<file path="config.mk">
export PLATFORM = sky130hd
export DESIGN_NAME = cv32e40p_x_result_buf
export DESIGN_NICKNAME = d
export VERILOG_FILES = /design/src/rtl/cv32e40p_x_if_pkg.sv /design/src/rtl/cv32e40p_x_result_fifo.sv /design/src/rtl/cv32e40p_x_result_buf.sv
export SDC_FILE = /design/constraint.sdc
export NUM_CORES = 1
export LEC_CHECK = 0
export ABC_CLOCK_PERIOD_IN_PS = 5220
export CORE_MARGIN = 10
export CORE_UTILIZATION = 30
export CTS_BUF_LIST = sky130_fd_sc_hd__clkbuf_2
export CTS_CLUSTER_DIAMETER = 80
export CTS_CLUSTER_SIZE = 20
export DETAILED_ROUTE_END_ITERATION = 10
export GPL_ROUTABILITY_DRIVEN = 0
export REMOVE_ABC_BUFFERS = 1
export SYNTH_ARGS = -nofsm -noshare
export SYNTH_HDL_FRONTEND = slang
export SYNTH_SLANG_ARGS = --single-unit
export TNS_END_PERCENT = 5
</file>
<file path="constraint.sdc">
create_clock -name clk_i -period 5.22 [get_ports clk_i]
set_clock_uncertainty 0.2 [all_clocks]
set_input_delay 1.044 -clock clk_i [delete_from_list [all_inputs] [get_ports clk_i]]
set_output_delay 1.044 -clock clk_i [all_outputs]
set_load 0.01 [all_outputs]
</file>
<file path="src/rtl/cv32e40p_x_if_pkg.sv">
// cv32e40p_x_if_pkg: shared types for the X-interface result path
package cv32e40p_x_if_pkg;
  typedef struct packed {
    logic [4:0]  rd;
    logic [31:0] data;
    logic        we;
  } x_result_t;
endpackage

</file>
<file path="src/rtl/cv32e40p_x_result_fifo.sv">
// cv32e40p_x_result_fifo: in-order FIFO of accelerator results, DEPTH a power of two
module cv32e40p_x_result_fifo
  import cv32e40p_x_if_pkg::*;
#(
  parameter int DEPTH = 2
) (
  input  logic                     clk_i,
  input  logic                     rst_ni,
  input  logic                     push_i,
  input  x_result_t                data_i,
  input  logic                     pop_i,
  output x_result_t                data_o,
  output logic                     full_o,
  output logic                     empty_o,
  output logic [$clog2(DEPTH):0]   count_o
);
  localparam int AW = $clog2(DEPTH);
  localparam int CW = AW + 1;
  x_result_t mem [DEPTH];
  logic [AW-1:0] wr_ptr, rd_ptr;
  logic do_push, do_pop;
  assign full_o  = count_o == CW'(DEPTH);
  assign empty_o = count_o == '0;
  assign do_push = push_i & ~full_o;
  assign do_pop  = pop_i & ~empty_o;
  assign data_o  = mem[rd_ptr];
  // pointers wrap naturally because DEPTH is a power of two
  always_ff @(posedge clk_i or negedge rst_ni) begin
    if (!rst_ni) begin
      wr_ptr  <= '0;
      rd_ptr  <= '0;
      count_o <= '0;
    end else begin
      wr_ptr  <= wr_ptr + AW'(do_push);
      rd_ptr  <= rd_ptr + AW'(do_pop);
      count_o <= count_o + CW'(do_push) - CW'(do_pop);
    end
  end
  // storage needs no reset; count gates every read
  always_ff @(posedge clk_i) begin
    if (do_push) mem[wr_ptr] <= data_i;
  end
endmodule

</file>
<file path="src/rtl/cv32e40p_x_result_buf.sv">
// cv32e40p_x_result_buf: buffers X-interface results and writes them back through free WB port cycles
// Optional: CV32E40P_X_RESULT_BYPASS_EN retires a result arriving at an empty buffer in the same cycle.
module cv32e40p_x_result_buf
  import cv32e40p_x_if_pkg::*;
#(
  parameter int DEPTH        = 2,
  parameter int STARVE_LIMIT = 4
) (
  input  logic        clk_i,
  input  logic        rst_ni,
  input  logic        x_rvalid_i,
  output logic        x_rready_o,
  input  logic [4:0]  x_rd_i,
  input  logic [31:0] x_data_i,
  input  logic        x_we_i,
  input  logic        regfile_core_we_i,
  output logic        regfile_x_we_o,
  output logic [4:0]  regfile_x_waddr_o,
  output logic [31:0] regfile_x_wdata_o,
  output logic        x_rvalid_o,
  output logic [4:0]  x_rwaddr_o,
  output logic        x_wb_prio_o
);
  localparam int CW = $clog2(DEPTH) + 1;
  localparam int SW = $clog2(STARVE_LIMIT + 1);
  x_result_t     in_res, head, sel;
  logic          full, empty, push, pop, byp, ret;
  logic [CW-1:0] count;
  logic [SW-1:0] starve_q;
  assign in_res = '{rd: x_rd_i, data: x_data_i, we: x_we_i};
`ifdef CV32E40P_X_RESULT_BYPASS_EN
  assign byp = empty & x_rvalid_i & ~regfile_core_we_i;
`else
  assign byp = 1'b0;
`endif
  assign x_rready_o = count != CW'(DEPTH);
  assign push       = x_rvalid_i & ~full & ~byp;
  assign pop        = ~empty & ~regfile_core_we_i;
  assign ret        = pop | byp;
  assign sel        = byp ? in_res : head;
  cv32e40p_x_result_fifo #(.DEPTH(DEPTH)) i_fifo (
    .clk_i   (clk_i),
    .rst_ni  (rst_ni),
    .push_i  (push),
    .data_i  (in_res),
    .pop_i   (pop),
    .data_o  (head),
    .full_o  (full),
    .empty_o (empty),
    .count_o (count)
  );
  // count consecutive cycles the core blocks a valid head, saturating at the limit
  always_ff @(posedge clk_i or negedge rst_ni) begin
    if (!rst_ni) starve_q <= '0;
    else if (empty | pop) starve_q <= '0;
    else if (starve_q != SW'(STARVE_LIMIT)) starve_q <= starve_q + 1'b1;
  end
  // retire strobe and register-file write for the selected result
  always_comb begin
    x_rvalid_o        = ret;
    x_rwaddr_o        = ret ? sel.rd : '0;
    regfile_x_we_o    = ret & sel.we & (sel.rd != '0);
    regfile_x_waddr_o = regfile_x_we_o ? sel.rd : '0;
    regfile_x_wdata_o = regfile_x_we_o ? sel.data : '0;
    x_wb_prio_o       = (starve_q == SW'(STARVE_LIMIT)) & ~empty;
  end
endmodule

</file>
* Word-level counts from Yosys, hierarchy flattened
Memories as Yosys holds them, arrays and structs flattened.
Index checks and enable logic that the tools add are counted.
** Storage, ports and cells
- Flip-flop bits (word level) :: 7
- RAM bits :: 76
- Output and inout bits :: 46
- Word-level logic and storage cells :: 35
- Memories kept :: 1
** Cells by class
- Add/subtract/negate cells :: 5
- Equal/unequal tests :: 4
- Mux-type cells :: 7
- Bitwise logic cells :: 11
- Reduce and logical (&&, ||, !) cells :: 3
** Memory list
- i_fifo.mem :: words 2, bits a word 38, read ports 1, clocked after Yosys merged registers in 0, write ports 1, RTL line cv32e40p_x_result_fifo.sv:19 : x_result_t mem [DEPTH];
** Operators with widths (number)
- two-way mux 32 bit :: 1
- two-way mux 5 bit :: 2
- AND 1 bit :: 7
- two-way mux 3 bit :: 2
- nonzero test 5 bit :: 1
- adder 3 x 1 -> 3 bit (second input constant) :: 1
- == test 3 bit (second input constant) :: 1
- inequality test 3 bit (second input constant) :: 1
- inverter 1 bit :: 3
- adder 1 bit :: 2
- adder 2 x 1 -> 2 bit :: 1
- == test 2 bit (second input constant) :: 1
- zero test 2 bit :: 1
- two-way mux 1 bit :: 2
- inequality test 2 bit (second input constant) :: 1
- nonzero test 2 bit :: 1
- subtractor 2 x 1 -> 2 bit :: 1
- bitwise OR 1 bit :: 1

* Longest topological paths before layout
Gate-level depths: netlist (run 1).
- Word-level depth :: 6
- Mapped depth :: 9
- Mapped depth without buffers :: 8

* Hierarchy
A second synthesis (run 1) with hierarchy kept.
** Unflattened totals
- Cells, all modules :: 248
- Area total of the unflattened synthesis :: 3891.2 um^2
** Modules (own cells, without submodules)
- cv32e40p_x_result_fifo :: instances 1, cells an instance 138, area each 3007.9 um^2, sequential area each 2382.3 um^2
- cv32e40p_x_result_buf :: instances 1, cells an instance 110, area each 883.3 um^2, sequential area each 75.1 um^2

* Worst setup path after synthesis (run 1)
OpenSTA, ideal clock, no wires.
- Path type :: input -> output
- From :: input regfile_core_we_i
- To :: output regfile_x_wdata_o[17]
- Data arrival time :: 2006 ps
- Data required time :: 3976 ps
- Slack :: 1970 ps
- Stages on the path :: 7
- Buffers on the path :: 3
- Cells stage by stage :: or2_1 buf_6 clkinv_4 nand2_4 buf_6 buf_6 nor3_2
** Between the ends
- Word-level cells in the longest chain between the ends :: 5
** Ends and longest elaborated chain
- start: declaration :: RTL line cv32e40p_x_result_buf.sv:16 : input logic regfile_core_we_i,
- inverter 1 bit :: RTL line cv32e40p_x_result_buf.sv:38 : assign pop = ~empty & ~regfile_core_we_i;
- AND 1 bit :: RTL line cv32e40p_x_result_buf.sv:38
- net x_rvalid_o :: RTL line cv32e40p_x_result_buf.sv:20 : output logic x_rvalid_o,
- AND 1 bit (2 in a row) :: RTL line cv32e40p_x_result_buf.sv:62 : regfile_x_we_o = ret & sel.we & (sel.rd != '0);
- two-way mux 32 bit :: RTL line cv32e40p_x_result_buf.sv:64 : regfile_x_wdata_o = regfile_x_we_o ? sel.data : '0;
- end: declaration :: RTL line cv32e40p_x_result_buf.sv:19 : output logic [31:0] regfile_x_wdata_o,
The timed path passes the listed nets, and every way through them passes these cells.

* Final worst setup path (run 1)
- From :: input regfile_core_we_i
- To :: output regfile_x_wdata_o[3]
** Between the ends
- Word-level cells in the longest chain between the ends :: 5
** Ends and longest elaborated chain (RTL line)
- inverter 1 bit :: cv32e40p_x_result_buf.sv:38
- AND 1 bit :: cv32e40p_x_result_buf.sv:38
- AND 1 bit (2 in a row) :: cv32e40p_x_result_buf.sv:62
- two-way mux 32 bit :: cv32e40p_x_result_buf.sv:64
Every way passes these cells.

==> impl_metrics.py, run 1 <==
metrics = {
    "power": {
        "p_int_uw": 1440,
        "pwr_density_cell_nw_per_um2": 466,
        "p_clk_share_pct": 17.3,
        "p_switching_uw": 691,
        "p_comb_share_pct": 35.9,
        "p_seq_share_pct": 46.8,
        "swShare_pct": 32.5,
        "ir_worst_vdd_uv": 166,
        "p_leak_uw": 0.00161,
        "power_uw": 2130,
    },
    "yosys": {
        "avgSynthCellArea_um2": 16.1,
        "synth.cell_area_um2": 3460,
        "ys_seq_area_share_pct": 71.0,
        "netlist_instances": 215,
        "yosys_register_bits": 83,
        "ys_types": 26,
        "synth_warnings": 0,
    },
    "detailed_routing": {
        "firstDrtPassIters": 4,
        "routedWlPerCell_um": 16.7,
        "drtAntennaViolNets": 0,
        "wl_um": 7500,
        "via_per_inst": 4.46,
        "drt_iter0_drc": 92,
        "num_vias": 2002,
        "drt_drc_violations_left": 0,
    },
    "finish": {
        "nNetsFinal": 349,
        "design_area_um2": 4560,
        "drive_above_1_share_pct": 11.8,
        "fin_cells": 449,
        "area_delta_synth_final_pct": 31.8,
        "multiInputGateArea_um2": 883,
        "n_fill_cell": 1099,
        "ff_latch_area_um2": 2460,
        "diodes": 0,
    },
    "clocking": {
        "cts-root-buf": "clkbuf_2",
        "ctsResizeCount": 0,
        "post_cts_buffers": 0,
        "cts_buffer_depth": 2,
        "cts-htree-levels": 3,
        "clk_pin_slew_ns": 0.22,
        "insertion_delay_ns": 0.50,
        "holdBufCountCts": 0,
        "cts_buffers": 9,
        "clock_sinks": 83,
        "cts_tree": "built",
    },
    "flow_run": {
        "cap_violations": 0,
    },
    "sta": {
        "min_period_ns": 4.38,
        "slew_headroom_pct": 32.1,
        "rsz0062_at_grt": "no",
        "setup_viol": 0,
        "period_share_pct": 83.9,
        "hold_viol": 0,
        "worst_pin_slew_ns": 1.02,
        "drv_slew": 0,
        "achievable-frequency_mhz": 228,
        "fin_tns_setup_ns": 0,
    },
    "floorplan": {
        "initial_core_util_pct": 30.4,
        "fp-row-count": 39,
        "die_w_um": 127,
        "fp.coreArea_um2": 11400,
        "die_h_um": 127,
        "dieArea_um2": 16200,
        "ios": 88,
    },
    "global_routing": {
        "antenna_found_initial": 0,
        "overflow": 0,
        "grt_pass1_vias": 2269,
        "grt_max_degree": 39,
        "grt_use_total_pct": 9.42,
        "grt_pass1_wl_um": 11900,
    },
    "setup_path": {
        "required_ns": 3.98,
        "critPathLaunchType": "input pin",
        "worst_setup_path_end_kind": "output pin",
        "crit_fanout": 38,
        "path_class": "in2out",
        "worstPathArrival_ns": 3.14,
    },
    "worst_hold_path": {
        "min_path_type": "reg2reg",
    },
    "placement": {
        "place_area_um2": 4430,
        "dp_hpwl_um": 4940,
        "dpl.cell_count": 433,
        "io_buffers": 87,
    },
    "status": {
        "outcome": "completed",
    },
}
-- power by group through the flow --
stage                     logic, uW  clock network, uW  registers (uW)
after floorplan                 430                  0            1020
after global placement          782                  0            1010
after detailed placement        790                  0            1020
after CTS                       795                386             998
after global routing            853                415            1020
final                           765                368             995
-- critical path: stages --
cell             delay [ns]
clkdlybuf4s50_1        0.40
or2_1                  0.34
clkinv_4               0.11
nand2_4                0.28
nor3_1                 0.36
clkdlybuf4s50_1        0.59
-- per-layer routing --
layer / routed length [um] / vias up / global-route usage [%]
li1: - / 974 / -
met1: 3160 / 969 / 10.5
met2: 3670 / 53 / 15.4
met3: 584 / 6 / 4.18
met4: 77 / 0 / 3.82
met5: 0 / - / 0
-- state kept, by name, summed over array words and instances (netlist names) --
name	cells
i_fifo.count_o	2
i_fifo.mem	76
i_fifo.rd_ptr	1
i_fifo.wr_ptr	1
starve_q	3
-- Yosys cell counts --
cell type | count | area [um2]
nand2_1 | 4 | 15.0
clkinv_4 | 1 | 8.76
nor4_1 | 1 | 6.26
nor3_1 | 20 | 100
mux2_2 | 1 | 11.3
dfrtp_1 | 7 | 175
nand3_1 | 1 | 5.00
a21oi_1 | 1 | 5.00
buf_2 | 7 | 35.0
nand2_4 | 1 | 11.3
o21ai_0 | 1 | 5.00
o22a_1 | 1 | 8.76
buf_6 | 4 | 45.0
xnor2_1 | 3 | 26.3
edfxtp_1 | 76 | 2280
buf_4 | 2 | 15.0
nor3_2 | 14 | 140
mux2i_1 | 37 | 370
inv_1 | 6 | 22.5
nor4b_1 | 1 | 8.76
nor3b_1 | 1 | 7.51
ha_1 | 6 | 75.1
nor2_1 | 16 | 60.1
xor2_1 | 1 | 8.76
or2_1 | 1 | 6.26
and2_1 | 1 | 6.26
-- worst paths after layout --
kind,depth (start not counted),slack (ns),end,from
max in group asynchronous,1,4.01,i_fifo.rd_ptr,rst_ni
worst max-delay path,6,0.84,regfile_x_wdata_o[3],regfile_core_we_i
worst max register to register,3,3.02,i_fifo.mem[0][22],i_fifo.count_o[1]
min in group asynchronous,1,0.56,i_fifo.count_o[0],rst_ni
worst min register to register,1,0.35,i_fifo.count_o[1],i_fifo.count_o[1]
worst min-delay path,1,0.35,i_fifo.count_o[1],i_fifo.count_o[1]
-- cells by family (layout without fill, tap and decap cells) --
logic type / after synthesis / count (layout) / synth area share [%]
adder cells (fa/ha/maj): 6 / 6 / 2.17
flip-flops: 83 / 83 / 71.0
XOR/XNOR: 4 / 4 / 1.01
buffers and inverters: 20 / 111 / 3.65
AND/OR/NAND/NOR: 61 / 61 / 10.6
AO/OA/AOI/OAI: 3 / 3 / 0.542
multiplexers: 38 / 38 / 11.0
-- area by class of cell --
cell class	instances	share of cell area [%]
tap	143	3.92
clock inverter	6	1.76
multi-input combinational	112	19.4
sequential	83	53.9
inverter	7	0.686
timing repair buffer	88	19.3
clock buffer	10	1.10
-- cells in the final DEF (no fill, tap or decap), drive strengths merged, types with 4 or more instances in the layout --
master	count
clkdlybuf4s50	87
edfxtp	76
mux2i	37
nor3	34
nor2	16
clkbuf	10
dfrtp	7
inv	6
ha	6
nand2	5
clkinv	4
-- per-stage QoR --
step	hold slack, ns	util (%)	worst slack [ns]
floorplan	0.282	-	1.11
global placement	0.298	39.0	0.782
detailed placement	0.323	39.0	0.755
CTS	0.348	40.1	0.714
global route	0.377	40.1	0.556
finish	0.351	40.1	0.839
Power figures use the tool's default switching activity.
==> run 2, diff against run 1 <==
- ABC_CLOCK_PERIOD_IN_PS: 5220 -> 3550
- clock period: 5.22 -> 3.55 ns (I/O delays scaled with it)
==> run 2 against run 1 <==
Final cell count up 3.3%. Non-clock buffer count up 15. First-iteration DRC count down 17%. Highest routed layer unchanged. Sequential cell count unchanged. Hold slack worse by 0.15 ns. Critical endpoint is now regfile_x_wdata_o[8].
==> impl_metrics.py, run 2 (synthesized netlist as in run 1, its figures left out) <==
metrics = {
    "status": {
        "outcome": "completed",
    },
    "clocking": {
        "cts_tree": "built",
        "cts_buffers": 9,
        "clk_pin_slew_ns": 0.24,
        "cts_buffer_depth": 2,
        "cts-htree-levels": 3,
        "cts-root-buf": "clkbuf_2",
        "clock_sinks": 83,
        "insertion_delay_ns": 0.52,
    },
    "finish": {
        "post-route-util_pct": 41.7,
        "largest_register_ffs": 76,
        "final_common_cell": "edfxtp_1",
        "drive_above_1_share_pct": 18.1,
        "reg_top3": "i_fifo.mem x76, starve_q x3, i_fifo.count_o x2",
        "ff_latch_area_um2": 2460,
        "multiInputGateArea_um2": 908,
        "diodes": 0,
        "final_cell_mix": "76 x edfxtp_1, 69 x clkdlybuf4s50_1, 37 x mux2i_1",
        "top_register": "i_fifo.mem",
        "design_area_um2": 4740,
        "area_delta_synth_final_pct": 36.9,
        "n_fill_cell": 1057,
        "nNetsFinal": 364,
    },
    "setup_path": {
        "critPathLaunchType": "input pin",
        "path_class": "in2out",
        "worst_setup_path_end_kind": "output pin",
        "required_ns": 2.64,
        "worstReg2RegEnd": "i_fifo.count_o[1]",
        "startpoint": "regfile_core_we_i",
        "reg2regPathDepth": 9,
        "r2r-start": "i_fifo.count_o[1]",
        "worstPathArrival_ns": 2.52,
        "crit_fanout": 10,
        "r2r_slack_ns": 1.51,
    },
    "global_routing": {
        "grt_pass1_wl_um": 11800,
        "grt_max_degree": 39,
        "grt_pass1_vias": 2222,
        "overflow": 0,
        "antenna_found_initial": 0,
        "grt_use_total_pct": 9.28,
    },
    "power": {
        "p_leak_uw": 0.00197,
        "pwr_density_cell_nw_per_um2": 659,
        "ir_worst_vdd_uv": 260,
    },
    "sta": {
        "drv_slew": 0,
        "slew_headroom_pct": 63.9,
        "min_period_ns": 3.43,
        "rsz0062_at_grt": "yes",
        "setup_viol": 0,
        "period_share_pct": 96.7,
        "achievable-frequency_mhz": 291,
        "fin_tns_setup_ns": 0,
        "hold_viol": 0,
        "worst_pin_slew_ns": 0.542,
    },
    "floorplan": {
        "initial_core_util_pct": 30.4,
        "dieArea_um2": 16200,
        "die_w_um": 127,
        "fp-row-count": 39,
        "die_h_um": 127,
        "ios": 88,
        "fp.coreArea_um2": 11400,
    },
    "detailed_routing": {
        "routedWlPerCell_um": 16.7,
        "drtAntennaViolNets": 0,
        "drt_iter0_drc": 76,
        "firstDrtPassIters": 4,
        "drt_drc_violations_left": 0,
        "via_per_inst": 4.42,
        "num_vias": 2053,
        "wl_um": 7740,
    },
    "placement": {
        "place_area_um2": 4540,
        "dp_hpwl_um": 5260,
        "io_buffers": 87,
    },
    "flow_run": {
        "cap_violations": 0,
    },
    "worst_hold_path": {
        "min_path_type": "in2async",
    },
}
run 2: worst max-delay path by stage:
stage                                  to  slack (ns)  cells after the start
finish               regfile_x_wdata_o[8]        0.12                      7
floorplan            regfile_x_wdata_o[0]       -0.22                      3
CTS                 regfile_x_wdata_o[22]     -0.0007                      5
global route        regfile_x_wdata_o[15]      -0.003                      5
global placement     regfile_x_wdata_o[8]      -0.005                      7
detailed placement   regfile_x_wdata_o[8]      -0.008                      7
run 2: worst max-delay path: stages:
cell and delay [ns]:
clkdlybuf4s50_1 0.40, or2_1 0.28, clkinv_4 0.07, nand2_4 0.09, buf_12 0.17, nor3_2 0.22
clkdlybuf4s50_1 0.57
run 2: layout make-up:
class / instances / area share, %
flip-flops and latches: 83 / 52.0
repair buffers: 103 / 22.3
multi-input cells: 112 / 19.2
well taps: 143 / 3.78
clock buffers: 10 / 1.06
clock inverters: 6 / 1.03
inverters: 7 / 0.660
run 2: stage by stage:
step	power [uW]	cells	hold slack (ns)	worst slack, ns
global placement	2690	444	0.306	-0.00497
detailed placement	2710	444	0.321	-0.00829
floorplan	2140	202	0.214	-0.221
finish	3120	464	0.200	0.117
CTS	3190	463	0.158	-0.000711
global route	3340	464	0.170	-0.00323
run 2: power by group:
| part | switching [uW] | internal, uW | total, uW | leakage, uW |
|---|---|---|---|---|
| registers | 77.6 | 1340 | 1420 | 0.000792 |
| logic | 650 | 610 | 1260 | 0.00112 |
| clock network | 345 | 101 | 446 | 0.0000552 |
run 2: timing repair:
| action | 4_1_cts | 5_1_grt |
|---|---|---|
| resized for setup | 6 | 19 |
| endpoints found under the setup margin | 38 | 29 |
| hold buffers | 0 | 0 |
| setup buffers | 3 | 1 |
run 2: routing by layer:
| layer | global-route usage [%] | vias up | wire, um |
|---|---|---|---|
| met4 | 4.02 | 0 | 123 |
| met5 | 0 | - | 0 |
| met1 | 10.4 | 990 | 3230 |
| li1 | - | 998 | - |
| met2 | 15.1 | 55 | 3800 |
| met3 | 3.97 | 10 | 593 |
==> run 3, diff against run 2 <==
- ABC_AREA: unset -> 0
- GPL_TIMING_DRIVEN: unset -> 0
- SLEW_MARGIN: unset -> 20
==> run 3 against run 2 <==
Via count up 0.68%. Sequential power about the same. Combinational power grew 5%. Critical endpoint is now regfile_x_wdata_o[7]. Total power is 6.3% higher. Die area unchanged. Largest power group unchanged. Sequential cell count unchanged.
==> impl_metrics.py, run 3 (synthesized netlist as in run 1, its figures left out) <==
metrics = {
    "sta": {
        "drv_slew": 0,
        "min_period_ns": 3.47,
        "setup_viol": 0,
        "slew_headroom_pct": 60.3,
        "worst_pin_slew_ns": 0.596,
        "period_share_pct": 97.7,
        "fin_tns_setup_ns": 0,
        "achievable-frequency_mhz": 288,
        "hold_viol": 0,
    },
    "finish": {
        "final_cell_mix": "76 x edfxtp_1, 67 x clkdlybuf4s50_1, 37 x mux2i_1",
        "area_delta_synth_final_pct": 39.7,
        "final_common_cell": "edfxtp_1",
        "top_register": "i_fifo.mem",
        "post-route-util_pct": 42.5,
        "nNetsFinal": 356,
        "reg_top3": "i_fifo.mem x76, starve_q x3, i_fifo.count_o x2",
        "drive_above_1_share_pct": 16.0,
        "diodes": 0,
        "largest_register_ffs": 76,
    },
    "global_routing": {
        "grt_max_degree": 22,
        "overflow": 0,
        "grt_pass1_vias": 2276,
        "grt_use_total_pct": 9.86,
        "antenna_found_initial": 0,
        "grt_pass1_wl_um": 12300,
    },
    "setup_path": {
        "crit_fanout": 18,
        "r2r-start": "i_fifo.count_o[0]",
        "worst_setup_path_end_kind": "output pin",
        "worstPathArrival_ns": 2.56,
        "critPathLaunchType": "flip-flop",
        "required_ns": 2.64,
        "worstReg2RegEnd": "i_fifo.mem[1][23]",
        "reg2regPathDepth": 5,
        "path_class": "reg2out",
        "r2r_slack_ns": 1.49,
    },
    "floorplan": {
        "ios": 88,
        "fp.coreArea_um2": 11400,
        "die_h_um": 127,
        "die_w_um": 127,
        "initial_core_util_pct": 30.4,
        "fp-row-count": 39,
        "dieArea_um2": 16200,
    },
    "clocking": {
        "cts_buffer_depth": 2,
        "cts_buffers": 9,
        "cts_tree": "built",
        "insertion_delay_ns": 0.53,
        "cts-htree-levels": 3,
        "clk_pin_slew_ns": 0.24,
        "clock_sinks": 83,
        "cts-root-buf": "clkbuf_2",
    },
    "detailed_routing": {
        "via_per_inst": 4.53,
        "routedWlPerCell_um": 17.3,
        "drt_drc_violations_left": 0,
        "firstDrtPassIters": 4,
        "drtAntennaViolNets": 0,
        "drt_iter0_drc": 73,
        "num_vias": 2067,
        "wl_um": 7910,
    },
    "power": {
        "ir_worst_vdd_uv": 391,
        "pwr_density_cell_nw_per_um2": 687,
        "p_leak_uw": 0.00203,
    },
    "placement": {
        "io_buffers": 87,
        "dp_hpwl_um": 5140,
    },
    "flow_run": {
        "cap_violations": 0,
    },
    "status": {
        "outcome": "completed",
    },
    "worst_hold_path": {
        "min_path_type": "in2async",
    },
}
run 3: timing repair:
| item | 4_1_cts | 5_1_grt |
|---|---|---|
| setup endpoints to repair | 38 | 33 |
| hold buffers | 0 | 0 |
| gates resized for setup | 9 | 21 |
| endpoints found under the hold margin | 0 | 0 |
| pin swaps | 2 | 0 |
| gates cloned | 1 | 0 |
| setup buffers | 4 | 0 |
run 3: where the power goes:
| group | total (uW) | internal [uW] | leakage (uW) | switching (uW) |
|---|---|---|---|---|
| clock | 573 | 240 | 0.0000849 | 333 |
| combinational | 1320 | 634 | 0.00115 | 682 |
| sequential | 1430 | 1340 | 0.000792 | 91.3 |
run 3: stage by stage:
step                      worst slack, ns  hold slack (ns)  cells  area [um2]  power (uW)
final                              0.0827            0.192    456        4830        3320
after global routing              -0.0613            0.124    456        4830        3540
after CTS                          0.0237            0.143    456        4780        3410
after detailed placement           -0.301            0.314    435        4510        2690
after global placement              -1.88            0.306    432        4420        2640
after floorplan                    -0.221            0.214    202        3370        2140
run 3: cell type report:
class,count,area [um2]
Inverter,7,31.3
Fill cell,1082,6540
Timing Repair Buffer,94,1070
Sequential cell,83,2460
Clock inverter,7,98.8
Clock buffer,9,45.0
Multi-Input combinational cell,113,952
Tap cell,143,179
run 3: critical path, cell delays in order, from the launching register on:
cell and delay, ns:
dfrtp_4 0.56, nor4b_1 0.45, o22a_4 0.26, buf_16 0.17, nor3_1 0.07, clkdlybuf4s50_1 0.49
run 3: worst max-delay path by stage:
stage,startpoint,endpoint,slack (ns),depth (start not counted)
final,i_fifo.rd_ptr,regfile_x_wdata_o[7],0.08,5
after global routing,i_fifo.rd_ptr,regfile_x_wdata_o[7],-0.06,5
after CTS,i_fifo.rd_ptr,regfile_x_wdata_o[8],0.02,5
after detailed placement,regfile_core_we_i,regfile_x_wdata_o[8],-0.30,6
after global placement,i_fifo.rd_ptr,regfile_x_wdata_o[8],-1.88,4
after floorplan,i_fifo.rd_ptr,regfile_x_wdata_o[0],-0.22,3
run 3: metal layers:
| layer | global-route usage, % | vias up | part of all wire, % |
|---|---|---|---|
| met5 | 0 | - | 0 |
| li1 | - | 986 | - |
| met1 | 10.9 | 1007 | 41 |
| met3 | 4.09 | 13 | 7.6 |
| met4 | 5.22 | 0 | 2.1 |
| met2 | 15.9 | 61 | 49 |
